==> src/rtl/dma_pkg.sv <==
// Shared constants for the multichannel DMA: register map, mode encodings, CTRL bits, FSM states.
// Pure declarations, no logic; no latency.
// No flow control of its own.
package dma_pkg;

    localparam logic [1:0] REG_SRC  = 2'd0;
    localparam logic [1:0] REG_DST  = 2'd1;
    localparam logic [1:0] REG_LEN  = 2'd2;
    localparam logic [1:0] REG_CTRL = 2'd3;

    localparam logic [1:0] MODE_M2M = 2'b00;
    localparam logic [1:0] MODE_RX  = 2'b01;
    localparam logic [1:0] MODE_TX  = 2'b10;
    localparam logic [1:0] MODE_RSV = 2'b11;

    localparam int CTRL_START  = 0;
    localparam int CTRL_MODE   = 1;
    localparam int CTRL_IRQ_EN = 3;
    localparam int CTRL_DONE   = 4;
    localparam int CTRL_ABORT  = 5;

    localparam logic [1:0] ST_IDLE = 2'd0;
    localparam logic [1:0] ST_ARB  = 2'd1;
    localparam logic [1:0] ST_RD   = 2'd2;
    localparam logic [1:0] ST_WR   = 2'd3;

endpackage

==> src/rtl/rr_arbiter.sv <==
// Round-robin arbiter: one-hot grant, search starts just after the last granted requester.
// Grant is combinational from req; pointer moves on the clock edge where advance is high.
// No backpressure; an empty req vector gives an all-zero grant and leaves the pointer alone.
module rr_arbiter #(
    parameter int N = 4
) (
    input  logic         clk,
    input  logic         rst,
    input  logic [N-1:0] req,
    input  logic         advance,
    output logic [N-1:0] grant
);

    logic [N-1:0] last;
    logic [N-1:0] mask_hi;
    logic [N-1:0] req_hi;

    // Requesters above the last grant win first; otherwise wrap to the lowest requester.
    assign mask_hi = ~((last << 1) - N'(1));
    assign req_hi  = req & mask_hi;
    assign grant   = (|req_hi) ? (req_hi & (~req_hi + N'(1))) : (req & (~req + N'(1)));

    always_ff @(posedge clk or negedge rst) begin
        if (!rst) begin
            last <= N'(1) << (N - 1);
        end else if (advance && |req) begin
            last <= grant;
        end
    end

endmodule

==> src/rtl/dma_multichannel.sv <==
// NCH-channel DMA (mem2mem / rx / tx), one word per round-robin grant, CPU register bus, irq.
// Latency: 3 cycles per word (ARB, RD, WR) uncontended; LEN=0 completes one cycle after start.
// Backpressure: rx waits for io_rx_valid before grant; tx holds io_tx_valid/data in WR until io_tx_ready.
module dma_multichannel
    import dma_pkg::*;
#(
    parameter int SZ  = 8,
    parameter int WSZ = 8,
    parameter int NCH = 4
) (
    input  logic                       clk,
    input  logic                       rst,
    input  logic [$clog2(NCH)+2-1:0]   cpu_addr,
    input  logic                       cpu_w_notr,
    input  logic [WSZ-1:0]             cpu_wdata,
    output logic [WSZ-1:0]             cpu_rdata,
    output logic                       irq,
    output logic [SZ-1:0]              ram_addr,
    output logic                       ram_w_notr,
    output logic [WSZ-1:0]             ram_wdata,
    input  logic [WSZ-1:0]             ram_rdata,
    input  logic                       io_rx_valid,
    input  logic [WSZ-1:0]             io_rx_data,
    output logic                       io_rx_ready,
    input  logic                       io_tx_ready,
    output logic                       io_tx_valid,
    output logic [WSZ-1:0]             io_tx_data
);

    localparam int AW  = $clog2(NCH) + 2;
    localparam int CHW = (NCH > 1) ? $clog2(NCH) : 1;

    logic [SZ-1:0]  src [NCH];
    logic [SZ-1:0]  dst [NCH];
    logic [SZ-1:0]  len [NCH];
    logic [1:0]     mode [NCH];
    logic [WSZ-1:0] ctrl_dat [NCH];
    logic [NCH-1:0] busy, done, irq_en, elig, gnt_oh, ctrl_apply;

    logic [1:0]     state;
    logic [CHW-1:0] gnt_ch, arb_ch;
    logic [WSZ-1:0] hold, pend_dat;
    logic           pend_vld;
    logic [AW-1:0]  cpu_ch;
    logic [1:0]     cpu_reg, gmode;
    logic           rd_st, wr_st, xfer, g_ctrl_wr, g_abort, wr_done, commit, leave;

    assign cpu_ch  = cpu_addr >> 2;
    assign cpu_reg = cpu_addr[1:0];
    assign rd_st   = (state == ST_RD);
    assign wr_st   = (state == ST_WR);
    assign xfer    = rd_st | wr_st;
    assign gmode   = mode[gnt_ch];

    // A granted channel that lost busy (aborted on the grant edge) is treated like an abort.
    assign g_ctrl_wr = xfer && cpu_w_notr && (cpu_reg == REG_CTRL) && (cpu_ch == AW'(gnt_ch));
    assign g_abort   = xfer && ((g_ctrl_wr && cpu_wdata[CTRL_ABORT]) || !busy[gnt_ch]);
    assign wr_done   = wr_st && ((gmode != MODE_TX) || io_tx_ready);
    assign commit    = wr_done && !g_abort;
    assign leave     = (rd_st && g_abort) || (wr_st && (wr_done || g_abort));
    assign irq       = |(done & irq_en);

    always_comb begin
        for (int i = 0; i < NCH; i++) begin
            elig[i] = busy[i] && (len[i] != '0) &&
                      ((mode[i] == MODE_M2M) ||
                       ((mode[i] == MODE_RX) && io_rx_valid) ||
                       ((mode[i] == MODE_TX) && io_tx_ready));
        end
    end

    rr_arbiter #(.N(NCH)) u_arb (
        .clk     (clk),
        .rst     (rst),
        .req     (elig),
        .advance (state == ST_ARB),
        .grant   (gnt_oh)
    );

    always_comb begin
        arb_ch = '0;
        for (int i = 0; i < NCH; i++) begin
            if (gnt_oh[i]) arb_ch = CHW'(i);
        end
    end

    // CTRL writes to the granted channel are held back until it leaves RD/WR.
    always_comb begin
        for (int i = 0; i < NCH; i++) begin
            ctrl_apply[i] = 1'b0;
            ctrl_dat[i]   = cpu_wdata;
            if (xfer && (gnt_ch == CHW'(i))) begin
                if (leave && (g_ctrl_wr || pend_vld)) begin
                    ctrl_apply[i] = 1'b1;
                    ctrl_dat[i]   = (g_ctrl_wr ? cpu_wdata : '0) | pend_dat;
                end
            end else if (cpu_w_notr && (cpu_reg == REG_CTRL) && (cpu_ch == AW'(i))) begin
                ctrl_apply[i] = 1'b1;
            end
        end
    end

    always_ff @(posedge clk or negedge rst) begin
        if (!rst) begin
            pend_vld <= 1'b0;
            pend_dat <= '0;
        end else if (leave) begin
            pend_vld <= 1'b0;
            pend_dat <= '0;
        end else if (g_ctrl_wr) begin
            pend_vld <= 1'b1;
            pend_dat <= pend_dat | cpu_wdata;
        end
    end

    always_ff @(posedge clk or negedge rst) begin
        if (!rst) begin
            state  <= ST_IDLE;
            gnt_ch <= '0;
            hold   <= '0;
        end else begin
            case (state)
                ST_IDLE: if (|busy) state <= ST_ARB;
                ST_ARB: begin
                    if (|elig) begin
                        state  <= ST_RD;
                        gnt_ch <= arb_ch;
                    end else if (!(|busy)) begin
                        state <= ST_IDLE;
                    end
                end
                ST_RD: begin
                    hold  <= (gmode == MODE_RX) ? io_rx_data : ram_rdata;
                    state <= g_abort ? ST_ARB : ST_WR;
                end
                default: if (leave) state <= ST_ARB;
            endcase
        end
    end

    always_ff @(posedge clk or negedge rst) begin
        if (!rst) begin
            busy   <= '0;
            done   <= '0;
            irq_en <= '0;
            for (int i = 0; i < NCH; i++) begin
                src[i]  <= '0;
                dst[i]  <= '0;
                len[i]  <= '0;
                mode[i] <= MODE_M2M;
            end
        end else begin
            for (int i = 0; i < NCH; i++) begin
                if (busy[i] && (len[i] == '0) && !(xfer && (gnt_ch == CHW'(i)))) begin
                    busy[i] <= 1'b0;
                    done[i] <= 1'b1;
                end
                if (!busy[i] && cpu_w_notr && (cpu_ch == AW'(i))) begin
                    case (cpu_reg)
                        REG_SRC: src[i] <= SZ'(cpu_wdata);
                        REG_DST: dst[i] <= SZ'(cpu_wdata);
                        REG_LEN: len[i] <= SZ'(cpu_wdata);
                        default: ;
                    endcase
                end
                if (commit && (gnt_ch == CHW'(i))) begin
                    if (gmode != MODE_RX) src[i] <= src[i] + SZ'(1);
                    if (gmode != MODE_TX) dst[i] <= dst[i] + SZ'(1);
                    len[i] <= len[i] - SZ'(1);
                    if (len[i] == SZ'(1)) begin
                        busy[i] <= 1'b0;
                        done[i] <= 1'b1;
                    end
                end
                if (ctrl_apply[i]) begin
                    irq_en[i] <= ctrl_dat[i][CTRL_IRQ_EN];
                    if (ctrl_dat[i][CTRL_DONE]) done[i] <= 1'b0;
                    if (!busy[i]) mode[i] <= ctrl_dat[i][CTRL_MODE +: 2];
                    if (ctrl_dat[i][CTRL_ABORT]) begin
                        busy[i] <= 1'b0;
                    end else if (ctrl_dat[i][CTRL_START] && !busy[i] &&
                                 (ctrl_dat[i][CTRL_MODE +: 2] != MODE_RSV)) begin
                        busy[i] <= 1'b1;
                        done[i] <= 1'b0;
                    end
                end
            end
        end
    end

    always_comb begin
        ram_addr    = '0;
        ram_w_notr  = 1'b0;
        ram_wdata   = '0;
        io_rx_ready = 1'b0;
        io_tx_valid = 1'b0;
        io_tx_data  = '0;
        if (rd_st) begin
            if (gmode == MODE_RX) io_rx_ready = 1'b1;
            else                  ram_addr    = src[gnt_ch];
        end else if (wr_st) begin
            if (gmode == MODE_TX) begin
                io_tx_valid = 1'b1;
                io_tx_data  = hold;
            end else begin
                ram_addr   = dst[gnt_ch];
                ram_w_notr = 1'b1;
                ram_wdata  = hold;
            end
        end
    end

    always_comb begin
        cpu_rdata = '0;
        for (int i = 0; i < NCH; i++) begin
            if (cpu_ch == AW'(i)) begin
                case (cpu_reg)
                    REG_SRC: cpu_rdata = WSZ'(src[i]);
                    REG_DST: cpu_rdata = WSZ'(dst[i]);
                    REG_LEN: cpu_rdata = WSZ'(len[i]);
                    default: cpu_rdata = WSZ'({done[i], irq_en[i], mode[i], busy[i]});
                endcase
            end
        end
    end

endmodule

==> config.mk <==
export PLATFORM = sky130hd
export DESIGN_NAME = dma_multichannel
export DESIGN_NICKNAME = d
export VERILOG_FILES = /design/src/rtl/dma_pkg.sv /design/src/rtl/rr_arbiter.sv /design/src/rtl/dma_multichannel.sv
export SDC_FILE = /design/constraint.sdc
export NUM_CORES = 1
export LEC_CHECK = 0
export ABC_AREA = 1
export CAP_MARGIN = 30
export CORE_ASPECT_RATIO = 1.4
export CORE_MARGIN = 2
export CORE_UTILIZATION = 60
export CTS_BUF_LIST = sky130_fd_sc_hd__clkbuf_8
export DETAILED_ROUTE_END_ITERATION = 10
export PLACE_DENSITY = 0.79
export SETUP_SLACK_MARGIN = 0.2
export SYNTH_ARGS = -nofsm -noshare
export SYNTH_HDL_FRONTEND = slang
export SYNTH_HIERARCHICAL = 1
export SYNTH_SLANG_ARGS = --single-unit
==> constraint.sdc <==
create_clock -name clk -period 3 [get_ports clk]
set_input_delay 0.3 -clock clk [delete_from_list [all_inputs] [get_ports clk]]
set_output_delay 0.3 -clock clk [all_outputs]
set_load 0.02 [all_outputs]
* Yosys cells after proc, flatten, opt, wreduce, memory -nomap -nowiden
Cells that the tools add are included.
** Cells by class
- Bitwise gates (word level) :: 15
- Muxes and demuxes :: 160
- Add/sub/neg operators :: 15
- Reductions and logical operators :: 127
- Order comparisons :: 2
- Eq/ne operators :: 35
** Operators with widths (count)
- $mux W8 :: 62
- $pmux W8 S3 :: 4
- $mux W1 :: 73
- $add A8 B1 Y8 const B :: 8
- $logic_and A1 B1 Y1 :: 64
- $mux W6 :: 6
- $bmux W8 S2 :: 2
- $eq A8 B1 Y1 const B :: 4
- $logic_not A8 Y1 :: 4
- $reduce_bool A8 Y1 :: 4
- $sub A8 B1 Y8 const B :: 4
- $eq A2 B2 Y1 const B :: 13
- $eq A2 B1 Y1 const B :: 9
- $mux W2 :: 9
- $reduce_and A2 Y1 :: 9
- $reduce_bool A2 Y1 :: 9
- $and A4 B4 Y4 :: 4
- $reduce_or A4 Y1 :: 4
- $logic_not A2 Y1 :: 7
- $logic_or A1 B1 Y1 :: 13
- $ne A2 B2 Y1 const B :: 6
- $not A4 Y4 :: 3
- $logic_not A1 Y1 :: 10
- $add A4 B1 Y4 const B :: 2
- 18 further kinds :: 21
** Storage, ports and cells
- Output and inout port bits :: 36
- Register bits after elaboration :: 140
- Word-level logic and storage cells :: 382
- Bits of input ports :: 33

* Logic depth before layout (Yosys ltp)
- Depth after elaboration :: 19
- Depth in mapped cells :: 19
- Gate-level depth less buffers :: 17

* Cells and area by module
Netlist, hierarchy kept.
** By module, submodules not included
- dma_multichannel :: instances 1, cells an instance 1303, sequential area each 3378.2 sq um, area an instance 9811.9 sq um
- rr_arbiter :: instances 1, cells an instance 43, sequential area each 75.1 sq um, area an instance 290.3 sq um

* Least setup slack after synthesis
OpenSTA, ideal clock, no wires.
- Path type :: register -> register
- Start point :: register state[0]
- End point :: register dst[17] (netlist bit)
- Required time :: 2.875 ns
- Stages on the path, launching flop included :: 12
- Setup time :: 0.125 ns
- Arrival :: 1.956 ns
- Path buffers :: 0
- Clock period less this slack :: 2.081 ns
- Slack :: 0.919 ns
- Cells stage by stage :: dfrtp_1 ha_1 o21ai_0 nor2_1 nand3_1 nand2_2 inv_1 nand3_2 nor2_2 inv_2 nor2_4 mux2_2
** Between the ends
- Word-level cells in the longest chain between the ends :: 12
- Elaborated cells between the ends (all ways) :: 14
- Those cells by class :: eq/ne: 2; mux: 1; bitwise: 1; reduce/logical: 10
** RTL lines
- start, declared :: RTL line dma_multichannel.sv:40 : logic [1:0] state;
- start signal, assigned :: RTL line dma_multichannel.sv:134 : state <= g_abort ? ST_ARB : ST_WR;
- $eq A2 B2 Y1 (on tied branches) :: RTL line dma_multichannel.sv:50, dma_multichannel.sv:51
- $or A1 B1 Y1 :: RTL line dma_multichannel.sv:52 : assign xfer = rd_st | wr_st;
- $logic_and A1 B1 Y1 (3 in a row) :: RTL line dma_multichannel.sv:56 : assign g_ctrl_wr = xfer && cpu_w_notr && (cpu_reg == REG_CTRL) && (cpu_ch == AW'(gnt_ch));
- $logic_and A1 B1 Y1 :: RTL line dma_multichannel.sv:57 : assign g_abort = xfer && ((g_ctrl_wr && cpu_wdata[CTRL_ABORT]) || !busy[gnt_ch]);
- $logic_or A1 B1 Y1 :: RTL line dma_multichannel.sv:57
- $logic_and A1 B1 Y1 :: RTL line dma_multichannel.sv:57
- $logic_not A1 Y1 :: RTL line dma_multichannel.sv:59 : assign commit = wr_done && !g_abort;
- $logic_and A1 B1 Y1 (*) :: RTL line dma_multichannel.sv:59
- $logic_and A1 B1 Y1 (*) :: RTL line dma_multichannel.sv:166 : if (commit && (gnt_ch == CHW'(i))) begin
- $mux W8 (*) :: RTL line dma_multichannel.sv:166
- end signal, assigned by index :: RTL line dma_multichannel.sv:161 : REG_DST: dst[i] <= SZ'(cpu_wdata);
- end signal, assigned by index :: RTL line dma_multichannel.sv:168 : if (gmode != MODE_TX) dst[i] <= dst[i] + SZ'(1);
- end, declared :: RTL line dma_multichannel.sv:34 : logic [SZ-1:0] dst [NCH];
Every way passes the cells marked *; elsewhere a longest branch is shown, timed or not.
A chain may end at the register's enable or synchronous reset.

* Final worst setup path
- Start point :: register gnt_ch[0]
- End point :: output ram_addr[1]
** Between the ends
- Word-level cells in the longest chain between the ends :: 8
- Elaborated cells between the ends (all ways) :: 16
- Those cells by class :: eq/ne: 2; mux: 13; bitwise: 1
** RTL lines
- start, declared :: RTL line dma_multichannel.sv:41 : logic [CHW-1:0] gnt_ch, arb_ch;
- start signal, assigned :: RTL line dma_multichannel.sv:127 : gnt_ch <= arb_ch;
- $not A2 Y3 (implied by the code) (*) :: RTL line dma_multichannel.sv:53, dma_multichannel.sv:200, dma_multichannel.sv:206
- $bmux W2 S2 :: RTL line dma_multichannel.sv:53 : assign gmode = mode[gnt_ch];
- $mux W2 (implied by the code) (2 in a row) :: RTL line dma_multichannel.sv:53
- $eq A2 B2 Y1 :: RTL line dma_multichannel.sv:202 : if (gmode == MODE_TX) begin
- $mux W8 :: RTL line dma_multichannel.sv:202
- $mux W8 :: RTL line dma_multichannel.sv:201 : end else if (wr_st) begin
- $mux W8 (*) :: RTL line dma_multichannel.sv:198 : if (rd_st) begin
- end, declared :: RTL line dma_multichannel.sv:18 : output logic [SZ-1:0] ram_addr,
Every way passes the cells marked *; elsewhere a longest branch is shown, timed or not. The select of a mux whose other input is x is not followed.

==> metrics.csv <==
stage;metric;value;unit
clock_tree;htreeDepth;4;
clock_tree;cts_root_buffer;clkbuf_8;
yosys;synthCells;1345;
yosys;synth_warnings;6;
final_layout;area_delta_synth_final;17.8;%
drt;routed_via_density;6.40;
clock_tree;cts_made_buffers;17;
placed_design;dp_hpwl;29500;um
drt;detail-route-antenna-nets;0;
setup_path;r2r_start;state[0]$_DFFE_PN0P_;
setup_path;critPathSlowestCell;dfrtp_2;
drt;drt_iter0_markers;1483;
global_routing;grt_pass1_vias;10200;
final_layout;num_antenna_cells;0;
drt;via_count;10700;
setup_path;reg2reg_depth;12;
timing;rsz0062_at_grt;false;
drt;wirelength;38000;um
setup_path;crit_required;2.70;ns
floorplan;rows;56;
setup_path;end_kind;output port;
floorplan;coreArea;0.0166;sq mm
timing;fin_crit_sh;91.7;%
drt;drtPass1Iterations;6;
yosys;syn_avg_cell_area;7.51;sq um
timing;fin_worst_skew;0.0224;ns
floorplan;initial_core_util;60.8;%
final_layout;nNetsFinal;1519;
setup_path;crit_arrival;2.45;ns
floorplan;die_area;0.0179;sq mm
setup_path;startpoint;gnt_ch[0]$_DFFE_PN0P_;
floorplan;die_w;114;um
timing;fin_crit;2.75;ns
drt;post_drt_wl_per_cell;22.6;um
timing;hold_viol;0;
global_routing;grt_use_total;42.7;%
setup_path;crit_path_max_incr_delay;0.50;ns
timing;timing.slew.headroom;53.7;%
min_path;hold_path_class;input port to asynchronous set/reset pin;
clock_tree;clkLatencyLatePin;0.48;ns
placed_design;port_buffers;68;
clock_tree;cts_sinks;138;
timing;setup-tns-final;0;ns
clock_tree;path_clk_slew;0.10;ns
status;status;finished clean;
pwr;peakVddDrop;0.613;mV
clock_tree;cts_buffer_depth;2;
floorplan;num_io_pins;69;
setup_path;worst_setup_path_start_kind;flip-flop;
yosys;syn-cell-area;0.0101;sq mm
global_routing;grt_overflow;0;
setup_path;crit_path_max_fanout;8;
timing;drv_slew;0;
setup_path;crit_chain;buf_4, nor2_4, inv_2, o22ai_1, a221oi_1, o22ai_1, dlygate4sd2_1;
job;cap_violations;0;
placed_design;gp_congestion;1.07;
final_layout;instances_no_fill;1679;
timing;fmax;363;MHz
global_routing;grt_max_degree;66;
setup_path;crit_top_cell;o22ai_1;
yosys;syn_nets;1401;
global_routing;grt_first_pass_wirelength;57200;um
timing;setup_viol;0;
setup_path;path_class;flip-flop to output port;
clock_tree;tritoncts;built;
pwr;pwr_density_cell;886;mW/mm^2
floorplan;die_y;158;um
pwr;power_leakage;5.66;nW
drt;drcViolationCount;0;
timing;worstMarginPinSlew;0.692;ns
global_routing;antenna_found_initial;2;
placed_design;dpl.cell_count;1644;
final_layout;layout-drive-gt1-share;15.8;%
through the flow:
step           power (mW)  setup WS (ns)  utilization [%]  hold slack (ns)  cell area [sq um]
5_1_grt              11.1          0.198             71.7            0.440              11900
6_report             10.5          0.248             71.7            0.379              11900
3_5_place_dp         8.71         0.0612             68.7            0.348              11400
4_1_cts              10.3          0.120             71.4            0.416              11900
3_3_place_gp         8.60         0.0927             68.7            0.346              11400
2_1_floorplan        6.83          0.919                -          0.00441              10100
cell type report:
cell class / count / area (sq um)
Inverter: 198 / 746
Sequential cell: 138 / 3460
Fill cell: 1386 / 4710
Clock buffer: 17 / 234
Timing Repair Buffer: 140 / 1280
Multi-Input combinational cell: 968 / 5770
Clock inverter: 15 / 163
Tap cell: 203 / 254
repair_timing:
item | in CTS | in global routing
pin swaps | 0 | 3
endpoints found under the hold margin | 63 | 0
hold buffers | 1 | 0
buffers inserted | 2 | 0
resized for setup | 36 | 19
endpoints found under the setup margin | 35 | 31
where the power goes:
group,total [mW],switching [mW],internal (mW)
clock network,1.57,0.882,0.691
logic,5.39,3.41,1.98
registers,3.58,0.936,2.64
total,10.5,5.23,5.31
layer usage:
layer | vias to the layer above | global-route usage, % | share of wire, %
met5 | - | 0 | 0
met4 | 0 | 31.5 | 8.9
met3 | 209 | 9.40 | 9.7
met2 | 680 | 69.0 | 46
met1 | 5013 | 49.7 | 36
li1 | 4840 | - | -
placed cells by master (no fill, tap or decap), types with 9 or more instances in the layout:
master,n
ha_1,22
dlygate4sd2_1,22
nor2_1,114
a21oi_1,56
nand2_1,232
o21ai_0,73
clkbuf_8,17
a22oi_1,9
nand2_2,19
a221oi_1,17
o2111ai_1,11
nor2_2,13
dlymetal6s2s_1,10
inv_1,175
o21ai_1,12
o211ai_1,11
buf_4,66
nand3_1,58
clkdlybuf4s50_1,34
o22ai_1,103
mux2_2,38
inv_2,22
xor2_1,58
nor3_1,29
dfrtp_1,136
o221ai_1,17
path summary, 6_finish.rpt:
check	to	slack, ns
setup / recovery	ram_addr[1]	0.25
hold / removal	len[12]$_DFFE_PN0P_	0.38
setup reg to reg	src[29]$_DFF_PN0_	0.34
hold reg to reg	u_arb/last[1]$_DFFE_PN0P_	0.48
max in group asynchronous	src[22]$_DFF_PN0_	1.80
min in group clk	hold[7]$_DFFE_PN0N_	0.43
registers in the layout, indices dropped and copies added (netlist names):
| signal | flops |
|---|---|
| irq_en | 4 |
| pend_dat | 6 |
| hold | 8 |
| dst | 32 |
| done | 4 |
| u_arb/last | 3 |
| mode | 8 |
| state | 2 |
| gnt_ch | 2 |
| busy | 4 |
| src | 32 |
| pend_vld | 1 |
| len | 32 |
worst max-delay path: cells and delay by family, from the launching register on:
kind	cells	cell delay [ns]
buf+inv	3	0.73
compound gates	3	0.47
flops	1	0.50
simple gates	1	0.28
(Power assumes the default switching activity.)
